## src/rtl/wb_pkg.sv

```systemverilog
// Shared types and defaults for the Wishbone master bridge.
// Holds the FSM state encoding, response codes and width defaults.
package wb_pkg;

    // Default geometry of the bridge
    localparam int DEF_DATA_WIDTH     = 32;
    localparam int DEF_ADDR_WIDTH     = 32;
    localparam int DEF_TIMEOUT_CYCLES = 255;

    // Bridge sequencing: wait for command, run bus cycle, hold response
    typedef enum logic [1:0] {
        IDLE = 2'd0,
        BUS  = 2'd1,
        RESP = 2'd2
    } state_t;

    // How a bus cycle ended
    typedef enum logic [1:0] {
        RSP_OK      = 2'd0,
        RSP_BUS_ERR = 2'd1,
        RSP_TIMEOUT = 2'd2
    } rsp_code_t;

    // Any ending other than a clean ack is reported as an error
    function automatic logic is_error(input rsp_code_t code);
        return code != RSP_OK;
    endfunction

endpackage

```

## src/rtl/wb_master_bridge_if.sv

```systemverilog
// Command, response and Wishbone signals of the bridge in one bundle.
// master = the bridge itself, slave = the command source plus bus slave.
interface wb_master_bridge_if
    import wb_pkg::*;
#(
    parameter int DATA_WIDTH   = DEF_DATA_WIDTH,
    parameter int ADDR_WIDTH   = DEF_ADDR_WIDTH,
    parameter int SELECT_WIDTH = DATA_WIDTH / 8
);

    // Command stream
    logic                    cmd_valid;
    logic                    cmd_ready;
    logic                    cmd_we;
    logic [ADDR_WIDTH-1:0]   cmd_adr;
    logic [DATA_WIDTH-1:0]   cmd_dat;
    logic [SELECT_WIDTH-1:0] cmd_sel;

    // Response stream
    logic                    rsp_valid;
    logic                    rsp_ready;
    logic [DATA_WIDTH-1:0]   rsp_dat;
    logic                    rsp_err;

    // Wishbone classic bus
    logic [ADDR_WIDTH-1:0]   adr_o;
    logic [DATA_WIDTH-1:0]   dat_o;
    logic [DATA_WIDTH-1:0]   dat_i;
    logic                    we_o;
    logic [SELECT_WIDTH-1:0] sel_o;
    logic                    stb_o;
    logic                    cyc_o;
    logic                    ack_i;
    logic                    err_i;

    modport master (
        input  cmd_valid,
        input  cmd_we,
        input  cmd_adr,
        input  cmd_dat,
        input  cmd_sel,
        input  rsp_ready,
        input  dat_i,
        input  ack_i,
        input  err_i,
        output cmd_ready,
        output rsp_valid,
        output rsp_dat,
        output rsp_err,
        output adr_o,
        output dat_o,
        output we_o,
        output sel_o,
        output stb_o,
        output cyc_o
    );

    modport slave (
        output cmd_valid,
        output cmd_we,
        output cmd_adr,
        output cmd_dat,
        output cmd_sel,
        output rsp_ready,
        output dat_i,
        output ack_i,
        output err_i,
        input  cmd_ready,
        input  rsp_valid,
        input  rsp_dat,
        input  rsp_err,
        input  adr_o,
        input  dat_o,
        input  we_o,
        input  sel_o,
        input  stb_o,
        input  cyc_o
    );

endinterface

```

## src/rtl/wb_timeout_counter.sv

```systemverilog
// Bus watchdog: counts cycles spent waiting on a slave.
// expired fires in the cycle that completes the allowed budget.
module wb_timeout_counter
    import wb_pkg::*;
#(
    parameter int TIMEOUT_CYCLES = DEF_TIMEOUT_CYCLES
) (
    input  logic clk,
    input  logic rst,
    input  logic clear,
    input  logic enable,
    output logic expired
);

    if (TIMEOUT_CYCLES == 0) begin : g_off

        // Watchdog disabled: a stalled slave stalls the bridge
        logic unused_inputs;
        assign unused_inputs = ^{clk, rst, clear, enable};
        assign expired = 1'b0;

    end else begin : g_on

        localparam int CW = $clog2(TIMEOUT_CYCLES + 1);
        localparam logic [CW-1:0] LIMIT = CW'(TIMEOUT_CYCLES);

        logic [CW-1:0] count;
        logic [CW-1:0] count_nxt;

        // Saturate at the limit so a long wait never wraps to zero
        assign count_nxt = (count == LIMIT) ? count : count + CW'(1);

        // The current waiting cycle is the one that uses up the budget
        assign expired = enable && (count_nxt == LIMIT);

        // Count waiting cycles, restarting when a new command is taken
        always_ff @(posedge clk or posedge rst) begin
            if (rst) begin
                count <= '0;
            end else if (clear) begin
                count <= '0;
            end else if (enable) begin
                count <= count_nxt;
            end
        end

    end

endmodule

```

## src/rtl/wb_master_bridge.sv

```systemverilog
// Wishbone classic initiator with one outstanding transaction.
// Turns valid/ready commands into single bus cycles and returns results.
module wb_master_bridge
    import wb_pkg::*;
#(
    parameter int DATA_WIDTH     = DEF_DATA_WIDTH,
    parameter int ADDR_WIDTH     = DEF_ADDR_WIDTH,
    parameter int SELECT_WIDTH   = DATA_WIDTH / 8,
    parameter int TIMEOUT_CYCLES = DEF_TIMEOUT_CYCLES
) (
    input  logic               clk,
    input  logic               rst,
    wb_master_bridge_if.master bus
);

    state_t    state;
    rsp_code_t code;
    logic      cmd_fire;
    logic      in_bus;
    logic      expired;
    logic      done;

    // Only an idle bridge out of reset takes a command
    assign bus.cmd_ready = (state == IDLE) && !rst;
    assign cmd_fire      = bus.cmd_valid && bus.cmd_ready;
    assign in_bus        = (state == BUS);

    wb_timeout_counter #(
        .TIMEOUT_CYCLES (TIMEOUT_CYCLES)
    ) u_timeout (
        .clk     (clk),
        .rst     (rst),
        .clear   (cmd_fire),
        .enable  (in_bus),
        .expired (expired)
    );

    // Classify how the cycle ends; ack beats a simultaneous timeout
    always_comb begin
        code = RSP_OK;
        if (bus.err_i) begin
            code = RSP_BUS_ERR;
        end else if (!bus.ack_i && expired) begin
            code = RSP_TIMEOUT;
        end
    end

    assign done = bus.ack_i || bus.err_i || expired;

    // Bridge sequencer with registered bus and response outputs
    always_ff @(posedge clk or posedge rst) begin
        if (rst) begin
            state         <= IDLE;
            bus.cyc_o     <= 1'b0;
            bus.stb_o     <= 1'b0;
            bus.we_o      <= 1'b0;
            bus.adr_o     <= '0;
            bus.dat_o     <= '0;
            bus.sel_o     <= '0;
            bus.rsp_valid <= 1'b0;
            bus.rsp_dat   <= '0;
            bus.rsp_err   <= 1'b0;
        end else begin
            unique case (state)
                IDLE: begin
                    if (bus.cmd_valid) begin
                        bus.adr_o <= ADDR_WIDTH'(bus.cmd_adr);
                        bus.dat_o <= DATA_WIDTH'(bus.cmd_dat);
                        bus.sel_o <= SELECT_WIDTH'(bus.cmd_sel);
                        bus.we_o  <= bus.cmd_we;
                        bus.cyc_o <= 1'b1;
                        bus.stb_o <= 1'b1;
                        state     <= BUS;
                    end
                end
                BUS: begin
                    // Strobe drops on the edge that samples the
                    // termination, so the slave sees one access only
                    if (done) begin
                        bus.cyc_o     <= 1'b0;
                        bus.stb_o     <= 1'b0;
                        bus.rsp_valid <= 1'b1;
                        bus.rsp_err   <= is_error(code);
                        if (is_error(code) || bus.we_o) begin
                            bus.rsp_dat <= '0;
                        end else begin
                            bus.rsp_dat <= bus.dat_i;
                        end
                        state <= RESP;
                    end
                end
                RESP: begin
                    if (bus.rsp_ready) begin
                        bus.rsp_valid <= 1'b0;
                        state         <= IDLE;
                    end
                end
                default: begin
                    state <= IDLE;
                end
            endcase
        end
    end

endmodule

```

## src/flat_wrapper.sv

```systemverilog
// flat-port wrapper written by rule: the top's interface ports become plain ports
module wb_master_bridge_flat import wb_pkg::*;
#(
    parameter int DATA_WIDTH     = DEF_DATA_WIDTH,
    parameter int ADDR_WIDTH     = DEF_ADDR_WIDTH,
    parameter int SELECT_WIDTH   = DATA_WIDTH / 8,
    parameter int TIMEOUT_CYCLES = DEF_TIMEOUT_CYCLES
)
  (clk, rst, bus_cmd_valid, bus_cmd_we, bus_cmd_adr, bus_cmd_dat, bus_cmd_sel, bus_rsp_ready, bus_dat_i, bus_ack_i, bus_err_i, bus_cmd_ready, bus_rsp_valid, bus_rsp_dat, bus_rsp_err, bus_adr_o, bus_dat_o, bus_we_o, bus_sel_o, bus_stb_o, bus_cyc_o);
  wb_master_bridge_if #(.DATA_WIDTH(DATA_WIDTH), .ADDR_WIDTH(ADDR_WIDTH), .SELECT_WIDTH(SELECT_WIDTH)) bus_i ();
  input  logic clk;
  input  logic rst;
  input wire logic [$bits(bus_i.cmd_valid)-1:0] bus_cmd_valid;
  input wire logic [$bits(bus_i.cmd_we)-1:0] bus_cmd_we;
  input wire logic [$bits(bus_i.cmd_adr)-1:0] bus_cmd_adr;
  input wire logic [$bits(bus_i.cmd_dat)-1:0] bus_cmd_dat;
  input wire logic [$bits(bus_i.cmd_sel)-1:0] bus_cmd_sel;
  input wire logic [$bits(bus_i.rsp_ready)-1:0] bus_rsp_ready;
  input wire logic [$bits(bus_i.dat_i)-1:0] bus_dat_i;
  input wire logic [$bits(bus_i.ack_i)-1:0] bus_ack_i;
  input wire logic [$bits(bus_i.err_i)-1:0] bus_err_i;
  output wire logic [$bits(bus_i.cmd_ready)-1:0] bus_cmd_ready;
  output wire logic [$bits(bus_i.rsp_valid)-1:0] bus_rsp_valid;
  output wire logic [$bits(bus_i.rsp_dat)-1:0] bus_rsp_dat;
  output wire logic [$bits(bus_i.rsp_err)-1:0] bus_rsp_err;
  output wire logic [$bits(bus_i.adr_o)-1:0] bus_adr_o;
  output wire logic [$bits(bus_i.dat_o)-1:0] bus_dat_o;
  output wire logic [$bits(bus_i.we_o)-1:0] bus_we_o;
  output wire logic [$bits(bus_i.sel_o)-1:0] bus_sel_o;
  output wire logic [$bits(bus_i.stb_o)-1:0] bus_stb_o;
  output wire logic [$bits(bus_i.cyc_o)-1:0] bus_cyc_o;
  assign bus_i.cmd_valid = bus_cmd_valid;
  assign bus_i.cmd_we = bus_cmd_we;
  assign bus_i.cmd_adr = bus_cmd_adr;
  assign bus_i.cmd_dat = bus_cmd_dat;
  assign bus_i.cmd_sel = bus_cmd_sel;
  assign bus_i.rsp_ready = bus_rsp_ready;
  assign bus_i.dat_i = bus_dat_i;
  assign bus_i.ack_i = bus_ack_i;
  assign bus_i.err_i = bus_err_i;
  assign bus_cmd_ready = bus_i.cmd_ready;
  assign bus_rsp_valid = bus_i.rsp_valid;
  assign bus_rsp_dat = bus_i.rsp_dat;
  assign bus_rsp_err = bus_i.rsp_err;
  assign bus_adr_o = bus_i.adr_o;
  assign bus_dat_o = bus_i.dat_o;
  assign bus_we_o = bus_i.we_o;
  assign bus_sel_o = bus_i.sel_o;
  assign bus_stb_o = bus_i.stb_o;
  assign bus_cyc_o = bus_i.cyc_o;
  wb_master_bridge #(.DATA_WIDTH(DATA_WIDTH), .ADDR_WIDTH(ADDR_WIDTH), .SELECT_WIDTH(SELECT_WIDTH), .TIMEOUT_CYCLES(TIMEOUT_CYCLES)) u_core (.clk(clk), .rst(rst), .bus(bus_i));
endmodule
```

## config.mk

```make
export PLATFORM = sky130hd
export DESIGN_NAME = wb_master_bridge_flat
export DESIGN_NICKNAME = d
export VERILOG_FILES = /design/src/rtl/wb_pkg.sv /design/src/rtl/wb_master_bridge_if.sv /design/src/rtl/wb_timeout_counter.sv /design/src/rtl/wb_master_bridge.sv /design/src/flat_wrapper.sv
export SDC_FILE = /design/constraint.sdc
export NUM_CORES = 1
export LEC_CHECK = 0
export CORE_MARGIN = 2
export CORE_UTILIZATION = 41
export DETAILED_ROUTE_END_ITERATION = 16
export PLACE_DENSITY = 0.86
export SLEW_MARGIN = 0
export SYNTH_ARGS = -nofsm -noshare
export SYNTH_HDL_FRONTEND = slang
export SYNTH_HIERARCHICAL = 1
export SYNTH_SLANG_ARGS = --single-unit
```

## constraint.sdc

```tcl
create_clock -name clk -period 4.2 [get_ports clk]
set_clock_uncertainty 0.2 [all_clocks]
set_input_delay 0.42 -clock clk [delete_from_list [all_inputs] [get_ports clk]]
set_output_delay 0.42 -clock clk [all_outputs]
set_load 0.02 [all_outputs]
```

==> summary.txt, run 1 <==
Outcome
  – Run status: finished, final reports clean

Pwr
  – Pleak: 3.09 nW
  – Clk network pwr share: 0.259
  – P_int: 4.01 mW
  – Combinational share of power: 0.425
  – Sw power: 1.98 mW
  – Switching part of the total power: 0.330
  – Worst VDD drop: 0.459 mV
  – Power per standard cell area: 817 nW/um^2
  – Final Total Pwr: 5.99 mW
  – Sequential share of power: 0.316

Floorplan
  – Row cnt: 38
  – Chip Height: 109 um
  – Die extent in x: 109 um
  – IO Pins: 213
  – Starting Density: 0.419
  – Core area: 10800 um^2
  – Die ar.: 11900 um^2

Detailed routing
  – Vias per cell: 5.01
  – Pre-Repair DR Iteration Count: 4
  – 1st-iter DRT viols: 137
  – Detailed-route DRC error count: 0
  – Vias: 3325
  – Routed WL: 11800 um
  – Final ANT Viol Nets: 0
  – WL/cell: 17.8 um

Placement
  – Routability Congestion: 0.854
  – Dpl ws: 0.907 ns
  – DPL Wire Length: 8250 um
  – Placed Cells: 632
  – DP Area: 6690 um^2
  – PortBufs: 212

STA
  – Setup_tns: 0 ns
  – Max_slew headroom: 0.0951
  – Worst slew pin tran: 1.36 ns
  – Fin crit share: 0.793
  – Final slew viol count: 0
  – Worst Setup Slack, final: 0.869 ns
  – Setup violators final: 0
  – Unrepaired setup endpoints after global routing: false
  – Final hold viol count: 0
  – Max Freq: 300 MHz
  – Fin Hold WS: 0.0837 ns
  – Minimum clock period: 3.33 ns

Critical path
  – Critical Path Start Type: flip-flop
  – Crit path max fanout: 35
  – Critical path endpoint category: flip-flop
  – Slowest stage delay, CP: 0.78 ns
  – Crit path max-delay cell type: nand2b_1
  – Setup CP Type: reg -> reg
  – Required time of the critical path: 4.39 ns
  – Arrival @ worst endpoint: 3.53 ns
  – CP Cell Sequence: ha_1 > and4_4 > mux2_4 > nor4_4 > nor3_1 > nand2b_1 > a22o_1

Clocking
  – TritonCTS clock tree: built
  – Clock Tree Root: clkbuf_8
  – TritonCTS Sinks: 114
  – Clk Latency, worst-skew pair: 0.51 ns
  – CTS H-tree depth: 4
  – Post-CTS Hold Buffers: 0
  – Post CTS Setup Buffer Count: 0
  – CTS clk-pin slew, worst paths: 0.05 ns
  – Total CTS buffers: 17
  – CTS resizes: 0
  – Max clock buf depth: 2

Cells and area
  – Fin area: 7330 um^2
  – Final Util: 0.676
  – Ant diodes: 0
  – Commonest non-fill, non-tap cell in the layout: clkdlybuf4s50_1
  – Final net count: 619
  – Layout cell share with drive strength beyond 1: 0.219
  – P&R area growth vs syn: 61.2%
  – Final Non-Filler Cells: 664
  – Most frequent cells in the layout: clkdlybuf4s50_1 (212), dfrtp_1 (114), mux2_2 (71), a22o_1 (32), clkbuf_16 (16)

Yosys
  – Syn Std Cell Area: 4550 um^2
  – Synth cell types: 39
  – Register bit total from synthesis: 114
  – Syn Inst Count: 297
  – Mapped Nets: 405
  – Post-synth EDFFs: 0
  – Sequential share of the synthesized area: 0.628
  – Syn_area_per_cell: 15.3 um^2
  – Top_reg_cell synth: dfrtp_1
  – FFs w/ async S/R, synth: 1.00
  – Yosys warning count: 6

GRT
  – First-pass GRT wire length: 18500 um
  – Tot GR Track Use: 0.207
  – Pin count of the biggest net entering global routing: 72
  – Total grt overflow: 0
  – Initial antenna violation count: 0
  – Vias in the first global route: 3691

Flow run
  – Max_cap viols: 0

Hold path
  – Hold Path Class: in -> async
-- registers in the layout (all words and copies together) (netlist names) --
register                     flops
u_core/bus.dat_o                32
u_core/bus.rsp_valid             1
u_core/bus.rsp_err               1
u_core/state                     2
u_core/bus.we_o                  1
u_core/bus.adr_o                32
u_core/bus.rsp_dat              32
u_core/u_timeout/g_on.count      8
u_core/bus.sel_o                 4
u_core/bus.cyc_o                 1
-- cells in the mapped netlist (all sizes together), types with 2 or more instances --
library cell | n | share of area
nand3 | 4 | 0.0044
a211oi | 6 | 0.011
nand4 | 3 | 0.0041
o31ai | 2 | 0.0033
a31oi | 2 | 0.0028
nor3 | 5 | 0.0066
nor2 | 3 | 0.0025
nand2b | 4 | 0.0055
mux2 | 72 | 0.18
inv | 7 | 0.0058
o21a | 2 | 0.0033
a22o | 32 | 0.062
dfrtp | 114 | 0.63
nor2b | 3 | 0.0041
buf | 19 | 0.042
-- power by group through the flow --
stage / Sequential, mW / Combinational, mW / Clock [mW]
global placement: 1.86 / 2.51 / 0
finish: 1.89 / 2.55 / 1.55
floorplan: 2.44 / 0.813 / 0
detailed placement: 1.90 / 2.56 / 0
global route: 1.96 / 2.68 / 1.64
CTS: 1.89 / 2.58 / 1.58
-- logic make-up (layout without fill, tap and decap cells) --
| group | count (synthesis) | in the layout | synth area share |
|---|---|---|---|
| mux | 73 | 73 | 0.181 |
| fa+ha+maj | 1 | 1 | 0.00275 |
| compound gates | 52 | 52 | 0.0969 |
| simple gates | 30 | 30 | 0.0432 |
| flops | 114 | 114 | 0.628 |
| buf+inv | 27 | 254 | 0.0482 |
-- per-layer routing --
layer	track usage	routed length, um
met1	0.225	4340
met2	0.346	6170
met3	0.100	1060
met4	0.0895	262
met5	0	0
-- critical path: cells and delay by family, from the launching register on --
family / cells / cell delay (ns)
fa+ha+maj: 1 / 0.31
compound gates: 1 / 0.51
mux: 1 / 0.32
simple gates: 4 / 1.40
flops: 1 / 0.45
-- final cells by class --
cell class	instances	area [um^2]
well taps	140	175
inverters	7	28.8
flip-flops and latches	114	2850
fillers	751	3510
clock inverters	10	179
multi-input cells	156	1490
clock buffers	22	463
repair buffers	215	2140
-- path summary, 6_finish.rpt --
| check | start | end | slack (ns) | depth (start not counted) |
|---|---|---|---|---|
| min | rst | u_core/u_timeout/g_on.count[3] | 0.08 | 2 |
| max | u_core/u_timeout/g_on.count[0] | u_core/bus.rsp_dat[4] | 0.87 | 7 |
| max in group asynchronous | rst | u_core/state[0] | 2.38 | 3 |
| max reg2reg | u_core/u_timeout/g_on.count[0] | u_core/bus.rsp_dat[4] | 0.87 | 7 |
| min in group clk | bus_dat_i[16] | u_core/bus.rsp_dat[16] | 0.30 | 2 |
| min reg2reg | u_core/bus.rsp_valid | u_core/bus.rsp_valid | 0.30 | 2 |
(Power assumes the default switching activity.)
==> inputs of run 2 (changes only) <==
CORE_UTILIZATION = 37   (was 41)
PLACE_DENSITY = 0.82   (was 0.86)
clock period = 2.8 ns   (was 4.2 ns; I/O delays follow)
==> run 2 against run 1 <==
Critical path depth rose by 1. First-iteration DRC count rose by 23%. Combinational power up 50%. Sequential cell count is the same. Maximum frequency up 26%. Die area grew 10%. Sequential share of layout area decreased by 0.21 points.
==> summary.txt, run 2 (same netlist as run 1, synthesis figures left out) <==
Flow run
  – Max_cap viols: 0 (unchanged)

Detailed routing
  – Vias per cell: 4.96 (-0.98%)
  – 1st-iter DRT viols: 169 (+23%)
  – Pre-Repair DR Iteration Count: 7 (+3)
  – Final ANT Viol Nets: 0 (unchanged)
  – WL/cell: 17.2 um (-3.4%)
  – Routed WL: 11600 um (-2.1%)
  – Vias: 3337 (+0.36%)
  – Detailed-route DRC error count: 0 (unchanged)

Critical path
  – Arrival @ worst endpoint: 2.74 ns (-0.79 ns)
  – Worst R2R Start: u_core/u_timeout/g_on.count[1]
  – Crit path max fanout: 35 (unchanged)
  – Critical Path Start Type: flip-flop
  – Critical R2R Capture: u_core/bus.rsp_dat[7]
  – Setup CP Type: reg -> reg
  – R2R Setup Slk: 0.15 ns (-0.71 ns)
  – Cell count of the worst reg-to-reg path: 8 (+1)
  – Critical path endpoint category: flip-flop
  – Required time of the critical path: 2.90 ns (-1.49 ns)

Floorplan
  – Die ar.: 13200 um^2 (+10%)
  – IO Pins: 213 (unchanged)
  – Core area: 12000 um^2 (+11%)
  – Row cnt: 40 (+5.3%)
  – Starting Density: 0.378 (-0.0409)
  – Chip Height: 115 um (+5.1%)
  – Die extent in x: 115 um (+5.1%)

STA
  – Max Freq: 378 MHz (+26%)
  – Minimum clock period: 2.65 ns (-0.686 ns)
  – Worst Setup Slack, final: 0.154 ns (-0.714 ns)
  – Final slew viol count: 0 (unchanged)
  – Unrepaired setup endpoints after global routing: false
  – Fin crit share: 0.945 (+0.152)
  – Max_slew headroom: 0.614 (+0.519)
  – Setup violators final: 0 (unchanged)
  – Worst slew pin tran: 0.579 ns (-0.779 ns)
  – Final hold viol count: 0 (unchanged)
  – Fin Hold WS: 0.0447 ns (-0.0390 ns)

Clocking
  – Total CTS buffers: 17 (unchanged)
  – TritonCTS clock tree: built
  – CTS clk-pin slew, worst paths: 0.06 ns (about the same)
  – TritonCTS Sinks: 114 (unchanged)
  – CTS H-tree depth: 4 (unchanged)
  – Max clock buf depth: 2 (unchanged)
  – Post-CTS Hold Buffers: 0 (unchanged)
  – Clk Latency, worst-skew pair: 0.41 ns (-0.10 ns)
  – Clock Tree Root: clkbuf_16

Placement
  – Routability Congestion: 0.854 (about the same)
  – PortBufs: 212 (unchanged)
  – DP Area: 6740 um^2 (+0.75%)
  – DPL Wire Length: 8240 um (about the same)
  – Dpl ws: 0.0552 ns (-0.851 ns)

Cells and area
  – Largest regs: u_core/bus.adr_o x32, u_core/bus.dat_o x32, u_core/bus.rsp_dat x32
  – Most frequent cells in the layout: clkdlybuf4s50_1 (212), dfrtp_1 (113), mux2_2 (71), a22o_1 (32), clkbuf_16 (17)
  – P&R area growth vs syn: 62.2%
  – Layout cell share with drive strength beyond 1: 0.230 (+0.0106)
  – Final net count: 621 (+0.32%)
  – Final Util: 0.614 (-0.0623)
  – Commonest non-fill, non-tap cell in the layout: clkdlybuf4s50_1
  – Ant diodes: 0 (unchanged)
  – Filler cells: 935 (+25%)
  – Fin area: 7370 um^2 (+0.60%)

GRT
  – Pin count of the biggest net entering global routing: 107 (+49%)
  – Tot GR Track Use: 0.177 (-0.0308)
  – Total grt overflow: 0 (unchanged)
  – First-pass GRT wire length: 17700 um (-3.9%)
  – Initial antenna violation count: 0 (unchanged)
  – Vias in the first global route: 3500 (-5.2%)

Pwr
  – Sequential share of power: 0.319 (+0.003)
  – Power per standard cell area: 1210 nW/um^2 (+48%)
  – Sw power: 3.05 mW (+54%)
  – Pleak: 3.08 nW (-0.18%)
  – P_int: 5.88 mW (+46%)
  – Clk network pwr share: 0.252 (-0.007)
  – Combinational share of power: 0.430 (+0.005)
  – Worst VDD drop: 0.802 mV (+75%)
  – Switching part of the total power: 0.342 (+0.0119)

Hold path
  – Hold Path Class: in -> async

Outcome
  – Run status: finished, final reports clean
[run 2: how the worst max path moves through the flow]
stage	start	endpoint	slack, ns	cells after the start
2_1_floorplan	rst	u_core/u_timeout/g_on.count[6]	-0.13	5
3_3_place_gp	u_core/u_timeout/g_on.count[0]	u_core/bus.rsp_dat[19]	0.18	8
3_5_place_dp	u_core/u_timeout/g_on.count[0]	u_core/bus.rsp_dat[24]	0.06	8
4_1_cts	u_core/u_timeout/g_on.count[0]	u_core/bus.rsp_dat[24]	0.03	8
5_1_grt	u_core/u_timeout/g_on.count[1]	u_core/bus.rsp_dat[20]	0.02	8
6_report	u_core/u_timeout/g_on.count[1]	u_core/bus.rsp_dat[7]	0.15	8
[run 2: repair_timing]
item	4_1_cts	5_1_grt
setup endpoints to repair	0	32
resized for setup	0	3
setup buffers	0	0
[run 2: metal layers]
layer | wire [um] | vias to the layer above | part of all wire | global-route usage
met2 | 5870 | 151 | 0.51 | 0.290
met3 | 1060 | 18 | 0.092 | 0.0807
li1 | - | 1519 | - | -
met1 | 4490 | 1649 | 0.39 | 0.199
met5 | 0 | - | 0 | 0
met4 | 163 | 0 | 0.014 | 0.0763
[run 2: power by group through the flow]
| stage | sequential [mW] | combinational (mW) | clock, mW |
|---|---|---|---|
| 2_1_floorplan | 3.66 | 1.23 | 0 |
| 3_3_place_gp | 2.81 | 3.78 | 0 |
| 3_5_place_dp | 2.86 | 3.85 | 0 |
| 4_1_cts | 2.85 | 3.88 | 2.30 |
| 5_1_grt | 2.93 | 4.05 | 2.37 |
| 6_report | 2.85 | 3.83 | 2.25 |
[run 2: critical path, cell delays in order, from the launching register on]
cell	delay [ns]
dfrtp_1	0.48
ha_4	0.21
and4_4	0.29
mux2_4	0.32
nor4_4	0.24
nor3_1	0.11
nand2b_1	0.15
buf_4	0.25
a22o_1	0.28
[run 2: through the flow]
stage / TNS [ns] / power [mW] / cells
floorplan: -0.392 / 4.89 / 297
global placement: 0 / 6.59 / 641
detailed placement: 0 / 6.72 / 641
CTS: 0 / 9.02 / 673
global route: 0 / 9.35 / 673
finish: 0 / 8.93 / 673
[run 2: cell type report]
type | count | area, um^2 | share of cell area
Multi-Input combinational cell | 156 | 1500 | 0.203
Clock buffer | 17 | 425 | 0.0577
Tap cell | 147 | 184 | 0.0249
Sequential cell | 114 | 2850 | 0.387
Timing Repair Buffer | 217 | 2180 | 0.296
Clock inverter | 15 | 196 | 0.0266
Inverter | 7 | 30.0 | 0.00407
==> inputs of run 3 (changes only) <==
SKIP_CTS_REPAIR_TIMING = 1   (was default)
==> results of run 3 <==
Same layout as run 2: the final DEF is identical, and so are final timing and power.
